File: src/rtl/branch_resolve_unit.sv
// Branch resolve unit: in-order queue of ID-stage predictions checked against EX outcomes,
// producing a one-cycle flush/redirect, a predictor training update and saturating statistics.
module branch_resolve_unit #(
    parameter int DEPTH = 4,
    parameter int PC_W  = 32,
    parameter int CNT_W = 16
) (
    input  logic                       clk,
    input  logic                       rst_n,
    input  logic                       pred_valid,
    input  logic [PC_W-1:0]            pred_pc,
    input  logic                       pred_taken,
    input  logic [PC_W-1:0]            pred_target,
    output logic                       pred_ready,
    input  logic                       res_valid,
    input  logic                       res_taken,
    input  logic [PC_W-1:0]            res_target,
    output logic                       res_ready,
    output logic                       flush,
    output logic [PC_W-1:0]            redirect_pc,
    output logic                       upd_valid,
    output logic [PC_W-1:0]            upd_pc,
    output logic                       upd_taken,
    input  logic                       upd_ready,
    output logic [$clog2(DEPTH+1)-1:0] occupancy,
    output logic [CNT_W-1:0]           branch_cnt,
    output logic [CNT_W-1:0]           mispred_cnt,
    output logic                       err_underflow
);
    localparam int OCC_W = $clog2(DEPTH + 1);
    localparam int PTR_W = $clog2(DEPTH);

    typedef enum logic {
        S_IDLE  = 1'b0,
        S_FLUSH = 1'b1
    } state_e;

    state_e           state_q, state_d;
    logic [PC_W-1:0]  pc_mem    [DEPTH];
    logic             taken_mem [DEPTH];
    logic [PC_W-1:0]  tgt_mem   [DEPTH];
    logic [PTR_W-1:0] rd_ptr_q, rd_ptr_d;
    logic [PTR_W-1:0] wr_ptr_q, wr_ptr_d;
    logic [OCC_W-1:0] occ_q, occ_d;
    logic             upd_valid_q, upd_valid_d;
    logic             upd_taken_q, upd_taken_d;
    logic [PC_W-1:0]  upd_pc_q, upd_pc_d;
    logic [PC_W-1:0]  redirect_q, redirect_d;
    logic [CNT_W-1:0] branch_cnt_q, branch_cnt_d;
    logic [CNT_W-1:0] mispred_cnt_q, mispred_cnt_d;
    logic             err_q, err_d;

    logic             res_acc;
    logic             pop;
    logic             push;
    logic             mispred;
    logic [PC_W-1:0]  head_pc;
    logic [PC_W-1:0]  head_tgt;
    logic             head_taken;

    assign pred_ready = (occ_q < OCC_W'(DEPTH)) && (state_q != S_FLUSH);
    assign res_ready  = !upd_valid_q || upd_ready;
    assign res_acc    = res_valid && res_ready;
    assign pop        = res_acc && (occ_q != '0);

    assign head_pc    = pc_mem[rd_ptr_q];
    assign head_tgt   = tgt_mem[rd_ptr_q];
    assign head_taken = taken_mem[rd_ptr_q];

    // Target only matters when both prediction and outcome are taken.
    assign mispred = pop && ((head_taken != res_taken) ||
                             (head_taken && res_taken && (head_tgt != res_target)));
    // A mispredict squashes the whole queue, including anything arriving this cycle.
    assign push    = pred_valid && pred_ready && !mispred;

    always_ff @(posedge clk) begin
        if (push) begin
            pc_mem[wr_ptr_q]    <= pred_pc;
            taken_mem[wr_ptr_q] <= pred_taken;
            tgt_mem[wr_ptr_q]   <= pred_target;
        end
    end

    always_comb begin
        state_d = state_q;
        case (state_q)
            S_IDLE:  if (mispred) state_d = S_FLUSH;
            S_FLUSH: state_d = S_IDLE;
            default: state_d = S_IDLE;
        endcase
    end

    always_comb begin
        rd_ptr_d      = rd_ptr_q;
        wr_ptr_d      = wr_ptr_q;
        occ_d         = occ_q;
        upd_valid_d   = upd_valid_q;
        upd_pc_d      = upd_pc_q;
        upd_taken_d   = upd_taken_q;
        redirect_d    = redirect_q;
        branch_cnt_d  = branch_cnt_q;
        mispred_cnt_d = mispred_cnt_q;
        err_d         = err_q;

        if (res_acc && !pop) begin
            err_d = 1'b1;
        end

        if (mispred) begin
            rd_ptr_d = '0;
            wr_ptr_d = '0;
            occ_d    = '0;
        end else begin
            if (push) wr_ptr_d = wr_ptr_q + PTR_W'(1);
            if (pop)  rd_ptr_d = rd_ptr_q + PTR_W'(1);
            occ_d = occ_q + OCC_W'(push) - OCC_W'(pop);
        end

        // A stalled update blocks res_ready, so a pop never overwrites a pending update.
        if (pop) begin
            upd_valid_d = 1'b1;
            upd_pc_d    = head_pc;
            upd_taken_d = res_taken;
        end else if (upd_ready) begin
            upd_valid_d = 1'b0;
        end

        if (pop && (branch_cnt_q != '1)) begin
            branch_cnt_d = branch_cnt_q + CNT_W'(1);
        end
        if (mispred && (mispred_cnt_q != '1)) begin
            mispred_cnt_d = mispred_cnt_q + CNT_W'(1);
        end

        if (mispred) begin
            redirect_d = res_taken ? res_target : head_pc + PC_W'(4);
        end
    end

    always_ff @(posedge clk or negedge rst_n) begin
        if (!rst_n) begin
            state_q       <= S_IDLE;
            rd_ptr_q      <= '0;
            wr_ptr_q      <= '0;
            occ_q         <= '0;
            upd_valid_q   <= 1'b0;
            upd_pc_q      <= '0;
            upd_taken_q   <= 1'b0;
            redirect_q    <= '0;
            branch_cnt_q  <= '0;
            mispred_cnt_q <= '0;
            err_q         <= 1'b0;
        end else begin
            state_q       <= state_d;
            rd_ptr_q      <= rd_ptr_d;
            wr_ptr_q      <= wr_ptr_d;
            occ_q         <= occ_d;
            upd_valid_q   <= upd_valid_d;
            upd_pc_q      <= upd_pc_d;
            upd_taken_q   <= upd_taken_d;
            redirect_q    <= redirect_d;
            branch_cnt_q  <= branch_cnt_d;
            mispred_cnt_q <= mispred_cnt_d;
            err_q         <= err_d;
        end
    end

    assign flush         = (state_q == S_FLUSH);
    assign redirect_pc   = redirect_q;
    assign upd_valid     = upd_valid_q;
    assign upd_pc        = upd_pc_q;
    assign upd_taken     = upd_taken_q;
    assign occupancy     = occ_q;
    assign branch_cnt    = branch_cnt_q;
    assign mispred_cnt   = mispred_cnt_q;
    assign err_underflow = err_q;

endmodule

File: config.mk
export PLATFORM = sky130hd
export DESIGN_NAME = branch_resolve_unit
export DESIGN_NICKNAME = d
export VERILOG_FILES = /design/src/rtl/branch_resolve_unit.sv
export SDC_FILE = /design/constraint.sdc
export NUM_CORES = 1
export LEC_CHECK = 0
export ABC_AREA = 1
export CAP_MARGIN = 20
export CORE_UTILIZATION = 48
export DETAILED_ROUTE_END_ITERATION = 8
export PLACE_DENSITY = 0.73
export SYNTH_ARGS = -nofsm -noshare
export SYNTH_HDL_FRONTEND = slang
export SYNTH_SLANG_ARGS = --single-unit
File: constraint.sdc
create_clock -name clk -period 6.7 [get_ports clk]
set_clock_uncertainty 0.1 [all_clocks]
set_input_delay 0.67 -clock clk [delete_from_list [all_inputs] [get_ports clk]]
set_output_delay 0.67 -clock clk [all_outputs]
set_load 0.02 [all_outputs]
# Yosys cells after proc, flatten, opt, wreduce, memory -nomap -nowiden
# Memories as Yosys holds them, arrays and structs flattened.
# Cells that the tools add are included.
# totals
ff_bits	107
ramBits	260
output_inout_bits	105
elab_cells	59
memories	3
# mem_list
name	depth	word_bits	read_ports	rd_clocked_by_memory_dff	write_ports	line	rtl
pc_mem	4	32	1	0	1	39	logic [PC_W-1:0] pc_mem [DEPTH];
tgt_mem	4	32	1	0	1	41	logic [PC_W-1:0] tgt_mem [DEPTH];
taken_mem	4	1	1	0	1	40	logic taken_mem [DEPTH];
# classes
n_addsub	7
magnitude_cmp	1
n_eq_ne	4
muxes	12
bitwise	1
reduce_logical	20
# op_table
cell	count
adder 16 x 1 -> 16 bit, second input constant	2
adder 32 x 3 -> 32 bit, second input constant	1
2-to-1 mux 32 bit	1
!= test 16 bit, second input constant	2
!= test 32 bit	1
logical AND 1 bit	11
2-to-1 mux 2 bit	4
nonzero test 2 bit	3
2-to-1 mux 1 bit	5
adder 2 x 1 -> 2 bit, second input constant	2
adder 3 x 1 -> 3 bit	1
zero test 1 bit	3
less-than comparator 3 bit, second input constant	1
2-to-1 mux 3 bit	1
nonzero test 3 bit	1
subtractor 3 x 1 -> 3 bit	1
logical OR 1 bit	2
case mux 1 bit (2 select lines)	1
!= test 1 bit	1
inverter 1 bit	1

# Depth between registers and ports, before layout
# Gate-level depths: netlist of run 1.
# logic_depth
ltp_word	10
ltp_mapped	26

# Worst setup path before layout of run 1
# OpenSTA, ideal clock, no wires.
# synth_timing
kind	register to register
startpoint	register rd_ptr_q[0]
endpoint	memory pc_mem[0][0] (enable)
setup_ns	0.488
arrival_ns	4.807
required_time_ns	6.112
slack_ns	1.304
stages_incl_launch_ff	17
n_path_buf	7
period_less_slack_ns	5.396
path_cell_list	dfrtp_1 > buf_6 > inv_4 > buf_8 > buf_8 > buf_8 > buf_6 > buf_4 > o21ai_0 > o22ai_1 > ha_1 > inv_1 > nand2_2 > nand2_2 > buf_6 > nand2_1 > nor2_1
# synth_via
elab_chain_len	9
elab_cells_between_ends	12
# synth_rtl
element	line	rtl
from (decl)	42	logic [PTR_W-1:0] rd_ptr_q, rd_ptr_d;
from (signal assigned)	155	rd_ptr_q <= rd_ptr_d;
memory read (4 x 32 bit) / memory read (4 x 1 bit) (equally long branches)	n/a	
!= test 32 bit / logical AND 1 bit (equally long branches)	72	(head_taken && res_taken && (head_tgt != res_target)));
logical AND 1 bit	72	
logical OR 1 bit *	71	assign mispred = pop && ((head_taken != res_taken) ||
logical AND 1 bit *	71	
zero test 1 bit *	74	assign push = pred_valid && pred_ready && !mispred;
logical AND 1 bit *	74	
2-to-1 mux 1 bit *	77	if (push) begin
2-to-1 mux 1 bit (implied by the code) *	78	pc_mem[wr_ptr_q] <= pred_pc;
to (decl)	39	
# Every way passes the cells marked *; elsewhere a longest branch is shown, timed or not.

# Worst setup path in the final report of run 1
# layout_timing
startpoint	register rd_ptr_q[0]
endpoint	memory tgt_mem[2][0] (enable)
# layout_via
elab_chain_len	9
elab_cells_between_ends	12
# layout_rtl
element	line	rtl
memory read (4 x 32 bit) / memory read (4 x 1 bit) (equally long branches)	n/a	
!= test 32 bit / logical AND 1 bit (equally long branches)	72	
logical AND 1 bit	72	
logical OR 1 bit *	71	
logical AND 1 bit *	71	
zero test 1 bit *	74	
logical AND 1 bit *	74	
2-to-1 mux 1 bit *	77	
2-to-1 mux 1 bit (implied by the code) *	80	tgt_mem[wr_ptr_q] <= pred_target;
to (decl)	41	
# Marks and branches as above.

==> impl_metrics.csv, run 1 <==
group,metric,value,unit
routing,dr_wl_met3,2889,µm
floorplanning,rows,67,
cts,cts_max_path_buffers,3,
run,drv_cap,0,
setup_path,arrival,5.04,ns
min_path,holdCritPathClass,"flip-flop to flip-flop",
global_route,grt_max_degree,75,
final_layout,num_antenna_cells,0,
place,place_area,18770,µm²
final_layout,finish.instance_area,20060,µm²
global_route,grt_pass1_vias,11869,
floorplanning,coreArea,33620,µm²
place,gp_congestion,0.8935,
cts,clock_latency,0.53,ns
final_layout,drive_gt1_frac,0.06358,
routing,wl,42470,µm
power,p_leak,8.087,nW
power,power_density,435.8,nW/µm²
setup_path,critPathKind,"flip-flop to flip-flop",
sta,min_period_over_period,0.7396,
setup_path,worst-r2r-setup-slack,1.74,ns
setup_path,rr_worst_depth,17,
sta,setup_viol,0,
min_path,min_path_cells,1,
floorplanning,io_pins,208,
yosys,netlist_area,16440,µm²
yosys,yosysWarnings,0,
floorplanning,die_height,187.1,µm
cts,path_clk_slew,0.06,ns
routing,wl_met2,20400,µm
floorplanning,die_w,187.1,µm
final_layout,area_delta_synth_final,22.06,%
power,ir_worst_vdd,0.0002199,V
routing,m1WireLength,17900,µm
routing,via_per_inst,5.313,
yosys,ys_types,42,
yosys,postSynthCellCount,1630,
routing,drtIter0Drc,1024,
cts,cts.htree.levels,2,
sta,finalCriticalPeriod,4.955,ns
global_route,grt_usage,0.2430,
global_route,grt_pass1_wl,65620,µm
place,place_hpwl,28460,µm
power,finalPower,0.008743,W
setup_path,r2r-start,"rd_ptr_q[0]$_DFFE_PN0P_",
routing,top_layer,"met4",
min_path,min_to,"flush$_DFF_PN0_",
yosys,ys_seq_area_frac,0.6378,
setup_path,critPathMaxStageDelay,0.96,ns
routing,drt_pass1_iterations,5,
cts,cts_setup_buffers,0,
setup_path,slowest_stage,"dfrtp_4",
sta,slew_violations,0,
min_path,hp-start,"flush$_DFF_PN0_",
run_status,status,"complete, no violations",
setup_path,cp-end-kind,"flip-flop",
yosys,syn_area_per_cell,10.08,µm²
sta,hold_ws,0.3691,ns
sta,rsz0062_at_grt,"false",
global_route,grt.overflow.total,0,
sta,finalHoldViolations,0,
routing,wl_per_cell,18.43,µm
floorplanning,initial_utilization,0.4890,
routing,ant_nets,0,
floorplanning,die_area,34990,µm²
yosys,ys_ff_latch,367,
setup_path,crit_chain,"inv_4 -> nand2_1 -> nand3_1 -> nand3_1 -> nand2_1 -> inv_1 -> nand2_1 -> nor2_1 -> nand2_1 -> nor2_1 -> nand2_1 -> nand2_1 -> nand2_2 -> nand2_2 -> nand2_1 -> nor2_4 -> buf_4",
sta,tightest_slew,1.038,ns
yosys,synth_nets,1744,
place,io_buffers,207,
sta,maxSlewHeadroom,0.3080,
cts,root_buffer,"clkbuf_16",
sta,max_freq,201.8,MHz
setup_path,cp_max_fo,74,
cts,cts_tree,"done",
routing,drc,0,
setup_path,cp_common_cell,"nand2_1",
sta,fin_setup_tns,0,ns
routing,vias,12240,
cts,cts_made_buffers,39,
final_layout,n_fill_cell,2728,
setup_path,required,6.78,ns
global_route,antenna_found_initial,0,
final_layout,final_nets,1939,
setup_path,r2r-end,"tgt_mem[2][0]$_DFFE_PP_",
cts,cts_sinks,367,
setup_path,critPathLaunchType,"flip-flop",
-- cell families after synthesis --
logic type,count (synthesis),share of synthesized area
xor+xnor,52,0.02771
flops,367,0.6378
compound gates,101,0.03303
simple gates,930,0.2395
buf+inv,161,0.04826
fa+ha+maj,11,0.008829
mux,8,0.004872
-- where the power goes --
part | internal (W) | total [W] | switching [W] | leakage, nW
combinational | 0.00113 | 0.00340 | 0.00227 | 3.75
clock | 0.00128 | 0.00213 | 0.000854 | 0.628
sequential | 0.00290 | 0.00321 | 0.000306 | 3.71
-- what timing repair did --
item                                   CTS  global route
hold buffers                             1             0
resized for setup                        0             0
endpoints found under the hold margin    3             0
-- worst max-delay path by stage --
stage / start / end / slack, ns / cells after the start
finish: rd_ptr_q[0]$_DFFE_PN0P_ / tgt_mem[2][0]$_DFFE_PP_ / 1.74 / 17
global route: rd_ptr_q[0]$_DFFE_PN0P_ / tgt_mem[2][12]$_DFFE_PP_ / 1.41 / 17
CTS: rd_ptr_q[0]$_DFFE_PN0P_ / tgt_mem[2][0]$_DFFE_PP_ / 1.75 / 17
detailed placement: rd_ptr_q[0]$_DFFE_PN0P_ / pc_mem[2][0]$_DFFE_PP_ / 1.77 / 17
global placement: rd_ptr_q[0]$_DFFE_PN0P_ / pc_mem[2][4]$_DFFE_PP_ / 1.92 / 17
floorplan: rd_ptr_q[0]$_DFFE_PN0P_ / pc_mem[0][0]$_DFFE_PP_ / 1.30 / 16
-- placed cells by master, fill, tap and decap left out, types with 2 or more instances in the layout --
cell type        synthesis  routed
ha_1                    10      10
and2_1                   3       3
nand3_2                  2       2
buf_4                   11      16
nand4_1                 28      28
or2_2                    2       2
clkbuf_16                0      40
clkinv_1                 0       3
xnor2_1                 22      22
nand3_1                173     173
bufinv_16                0       3
nand3b_1                 7       7
inv_6                    0       2
clkbuf_8                 0       5
clkinv_2                 0       4
o22ai_1                  3       3
nor2_4                   2       6
nor2_2                  12      12
inv_1                   87      86
clkdlybuf4s50_1          0     205
clkbuf_1                18      12
nor3_1                   7       7
nor3_2                   3       3
edfxtp_1               260     260
nand2_2                 10      10
nand2_1                590     590
o21ai_1                 12      12
dfrtp_1                107     105
mux2i_1                  8       8
inv_2                    4       5
o21ai_0                 72      72
nor2_1                  88      84
xor2_1                  30      30
o211ai_1                 9       9
-- metrics by stage --
| stage | cells | util | setup slack [ns] |
|---|---|---|---|
| 2_1_floorplan | 1630 | - | 1.304 |
| 5_1_grt | 2304 | 0.5969 | 1.415 |
| 4_1_cts | 2304 | 0.5969 | 1.752 |
| 6_report | 2304 | 0.5969 | 1.745 |
| 3_5_place_dp | 2231 | 0.5582 | 1.773 |
| 3_3_place_gp | 2231 | 0.5582 | 1.918 |
-- critical path: cells and delay by family (launching register included) --
| kind | cells | cell delay (ns) |
|---|---|---|
| simple gates | 14 | 2.45 |
| buf+inv | 3 | 1.02 |
| flops | 1 | 0.96 |
-- registers in the layout (all words and copies together) (netlist names), 3 cells and up --
name	count
pc_mem	128
upd_pc	32
tgt_mem	128
taken_mem	4
occupancy	3
branch_cnt	16
mispred_cnt	16
redirect_pc	32
-- synth_stat cells (all sizes together) --
cell type / instances / area, µm²
xnor2: 22 / 192.7
edfxtp: 260 / 7807
and2b: 1 / 7.510
o211ai: 9 / 67.56
o21ai: 84 / 420.4
nor3: 10 / 65.06
mux2i: 8 / 80.08
o21bai: 1 / 7.510
a31oi: 1 / 6.260
nor2: 102 / 427.9
and2: 3 / 18.77
nand3: 175 / 885.9
ha: 10 / 125.1
dfrtp: 107 / 2678
clkbuf: 19 / 72.56
a21oi: 1 / 5.000
a32oi: 1 / 8.760
fa: 1 / 20.02
buf: 50 / 372.9
inv: 92 / 347.8
nor4: 1 / 6.260
or4: 1 / 7.510
xor2: 30 / 262.8
nand2: 600 / 2277
nand4: 28 / 175.2
nand3b: 7 / 52.55
or2: 2 / 12.51
a31o: 1 / 8.760
o22ai: 3 / 18.77
-- cell type report --
type	count	area, µm²	area share
Clock inverter	15	173.9	0.008668
Multi-Input combinational cell	1102	5190	0.2587
Inverter	92	347.8	0.01734
Tap cell	448	560.5	0.02794
Timing Repair Buffer	223	2187	0.1090
Clock buffer	57	1115	0.05556
Sequential cell	367	10490	0.5228
-- metal layers --
layer | track usage | vias up
met4 | 0.09269 | 0
li1 | - | 5840
met3 | 0.03884 | 75
met2 | 0.3980 | 498
met5 | 0 | -
met1 | 0.3268 | 5827
(Power assumes the default switching activity.)
==> inputs of run 2 (changes only) <==
- PLACE_DENSITY: 0.73 -> 0.75
- clock period: 6.7 -> 4.45 ns (I/O delays scaled with it)
==> run 2 against run 1 <==
Against the previous run:
- sequential share of layout area is 0.46 points lower
- utilization is 0.52 points higher
- clock power is 55% higher
- maximum frequency is 31% higher
- non-clock buffer count is 9 higher
- via count is 1.7% higher
- hold slack better by 0.0093 ns
- first-iteration DRC count is 5.3% higher
- count of clock-buffer cells in the layout is 8 lower
- global-route usage is 0.34 points higher
- cell area is 0.88% higher
- setup slack worse by 1.1 ns
- critical endpoint is now occupancy[2]$_DFF_PN0_
- largest cell class unchanged
==> impl_metrics.csv, run 2 (synthesis gave the netlist of run 1 again) <==
group,metric,value,unit
setup_path,required,4.80,ns
final_layout,n_fill_cell,2665,
sta,finalCriticalPeriod,3.773,ns
final_layout,area_delta_synth_final,23.13,%
final_layout,num_antenna_cells,0,
setup_path,cp_max_fo,50,
cts,cts_resized,0,
cts,cts_sinks,367,
final_layout,final_nets,1949,
power,finalPower,0.01333,W
final_layout,seq_area,10490,µm²
setup_path,rr_worst_depth,21,
setup_path,worst-r2r-setup-slack,0.68,ns
setup_path,critPathLaunchType,"flip-flop",
final_layout,utilization,0.6021,
place,io_buffers,207,
cts,cts_setup_buffers,0,
global_route,grt.overflow.total,0,
final_layout,final_cell_mix,"nand2_1 (590), edfxtp_1 (260), clkdlybuf4s50_1 (205), nand3_1 (173), dfrtp_1 (105)",
setup_path,r2r-start,"rd_ptr_q[1]$_DFFE_PN0P_",
cts,root_buffer,"clkbuf_16",
routing,wl,42960,µm
cts,cts_tree,"done",
floorplanning,coreArea,33620,µm²
routing,via_per_inst,5.375,
sta,rsz0062_at_grt,"false",
run_status,status,"complete, no violations",
final_layout,final_common_cell,"nand2_1",
final_layout,multi_input_area,5190,µm²
floorplanning,die_area,34990,µm²
cts,cts_made_buffers,40,
floorplanning,die_w,187.1,µm
global_route,grt_pass1_vias,11894,
global_route,grt_pass1_wl,66230,µm
min_path,min_to,"redirect_pc[22]$_DFFE_PN0N_",
final_layout,drive_gt1_frac,0.07177,
sta,min_period_over_period,0.8478,
floorplanning,rows,67,
cts,cts_max_path_buffers,3,
global_route,antenna_found_initial,0,
sta,maxSlewHeadroom,0.4009,
setup_path,r2r-end,"occupancy[2]$_DFF_PN0_",
routing,wl_per_cell,18.56,µm
setup_path,arrival,4.12,ns
routing,drtIter0Drc,1078,
power,ir_worst_vdd,0.0004136,V
place,place_hpwl,29300,µm
setup_path,cp-end-kind,"flip-flop",
min_path,hp-start,"redirect_pc[22]$_DFFE_PN0N_",
final_layout,top_regs,"pc_mem: 128 flops, tgt_mem: 128 flops",
routing,drt_pass1_iterations,8,
sta,slew_violations,0,
global_route,grt_max_degree,123,
routing,vias,12442,
cts,path_clk_slew,0.07,ns
floorplanning,die_height,187.1,µm
min_path,min_path_cells,2,
floorplanning,initial_utilization,0.4890,
cts,hold_buffers,1,
setup_path,critPathKind,"flip-flop to flip-flop",
routing,drc,0,
power,p_leak,8.173,nW
floorplanning,io_pins,208,
global_route,grt_usage,0.2463,
sta,finalHoldViolations,0,
cts,cts.htree.levels,2,
min_path,holdCritPathClass,"flip-flop to flip-flop",
sta,setup_viol,0,
run,drv_cap,0,
sta,max_freq,265.1,MHz
cts,clock_latency,0.54,ns
sta,tightest_slew,0.8974,ns
power,power_density,658.4,nW/µm²
place,gp_congestion,0.9257,
routing,ant_nets,0,
## run 2: cell count changes in the layout (fill, tap and decap cells not counted), sizes merged
cell / delta
bufinv: +1
clkbuf: -8
buf: +9
clkinv: +6
clkinvlp: +3
## run 2: worst max path at each step
stage,endpoint,start,slack [ns],cells past startpoint
3_5_place_dp,occupancy[2]$_DFF_PN0_,rd_ptr_q[0]$_DFFE_PN0P_,0.71,24
4_1_cts,occupancy[2]$_DFF_PN0_,rd_ptr_q[0]$_DFFE_PN0P_,0.69,24
6_report,occupancy[2]$_DFF_PN0_,rd_ptr_q[1]$_DFFE_PN0P_,0.68,21
2_1_floorplan,pc_mem[0][0]$_DFFE_PP_,rd_ptr_q[0]$_DFFE_PN0P_,-0.95,16
5_1_grt,occupancy[2]$_DFF_PN0_,rd_ptr_q[0]$_DFFE_PN0P_,0.29,24
3_3_place_gp,occupancy[2]$_DFF_PN0_,rd_ptr_q[0]$_DFFE_PN0P_,0.78,24
## run 2: cell type report
cell class                      instances  area share
Clock buffer                           49     0.05421
Multi-Input combinational cell       1102      0.2564
Timing Repair Buffer                  232      0.1145
Inverter                               92     0.01718
Clock inverter                         25     0.01175
Tap cell                              448     0.02769
Sequential cell                       367      0.5183
## run 2: routing by layer
layer	part of all wire	vias up	track usage
met4	0.034	0	0.09048
li1	-	5857	-
met3	0.080	92	0.04278
met2	0.47	528	0.4003
met5	0	-	0
met1	0.41	5965	0.3332
## run 2: report_power, final
group / internal [W] / total [W] / leakage, nW / switching (W)
sequential: 0.00437 / 0.00473 / 3.71 / 0.000362
combinational: 0.00176 / 0.00529 / 3.81 / 0.00353
clock: 0.00199 / 0.00330 / 0.652 / 0.00131
## run 2: through the flow
stage               cell area, µm²  TNS, ns  hold WS (ns)  setup slack, ns  cells
finish                       20240        0        0.3784           0.6773   2315
global route                 20240        0        0.3952           0.2914   2315
CTS                          20240        0        0.3795           0.6910   2315
detailed placement           18900        0        0.3650           0.7113   2240
global placement             18900        0        0.3625           0.7753   2240
floorplan                    16440  -245.88       0.04941          -0.9457   1630
## run 2: critical path, cell delays in order, from the launching register on
cell     delay [ns]
dfrtp_2        0.36
buf_4          0.58
nand3_1        0.20
nand2_1        0.10
nand2_1        0.05
nand2_1        0.05
nand2_1        0.06
nor2_1         0.27
nand2_1        0.09
nor2_1         0.09
nand2_1        0.07
nand2_1        0.07
nand2_2        0.06
nand2_2        0.06
nand2_1        0.23
ha_1           0.36
inv_1          0.05
ha_1           0.13
inv_1          0.05
fa_1           0.37
xor2_1         0.17
nor2_1         0.09
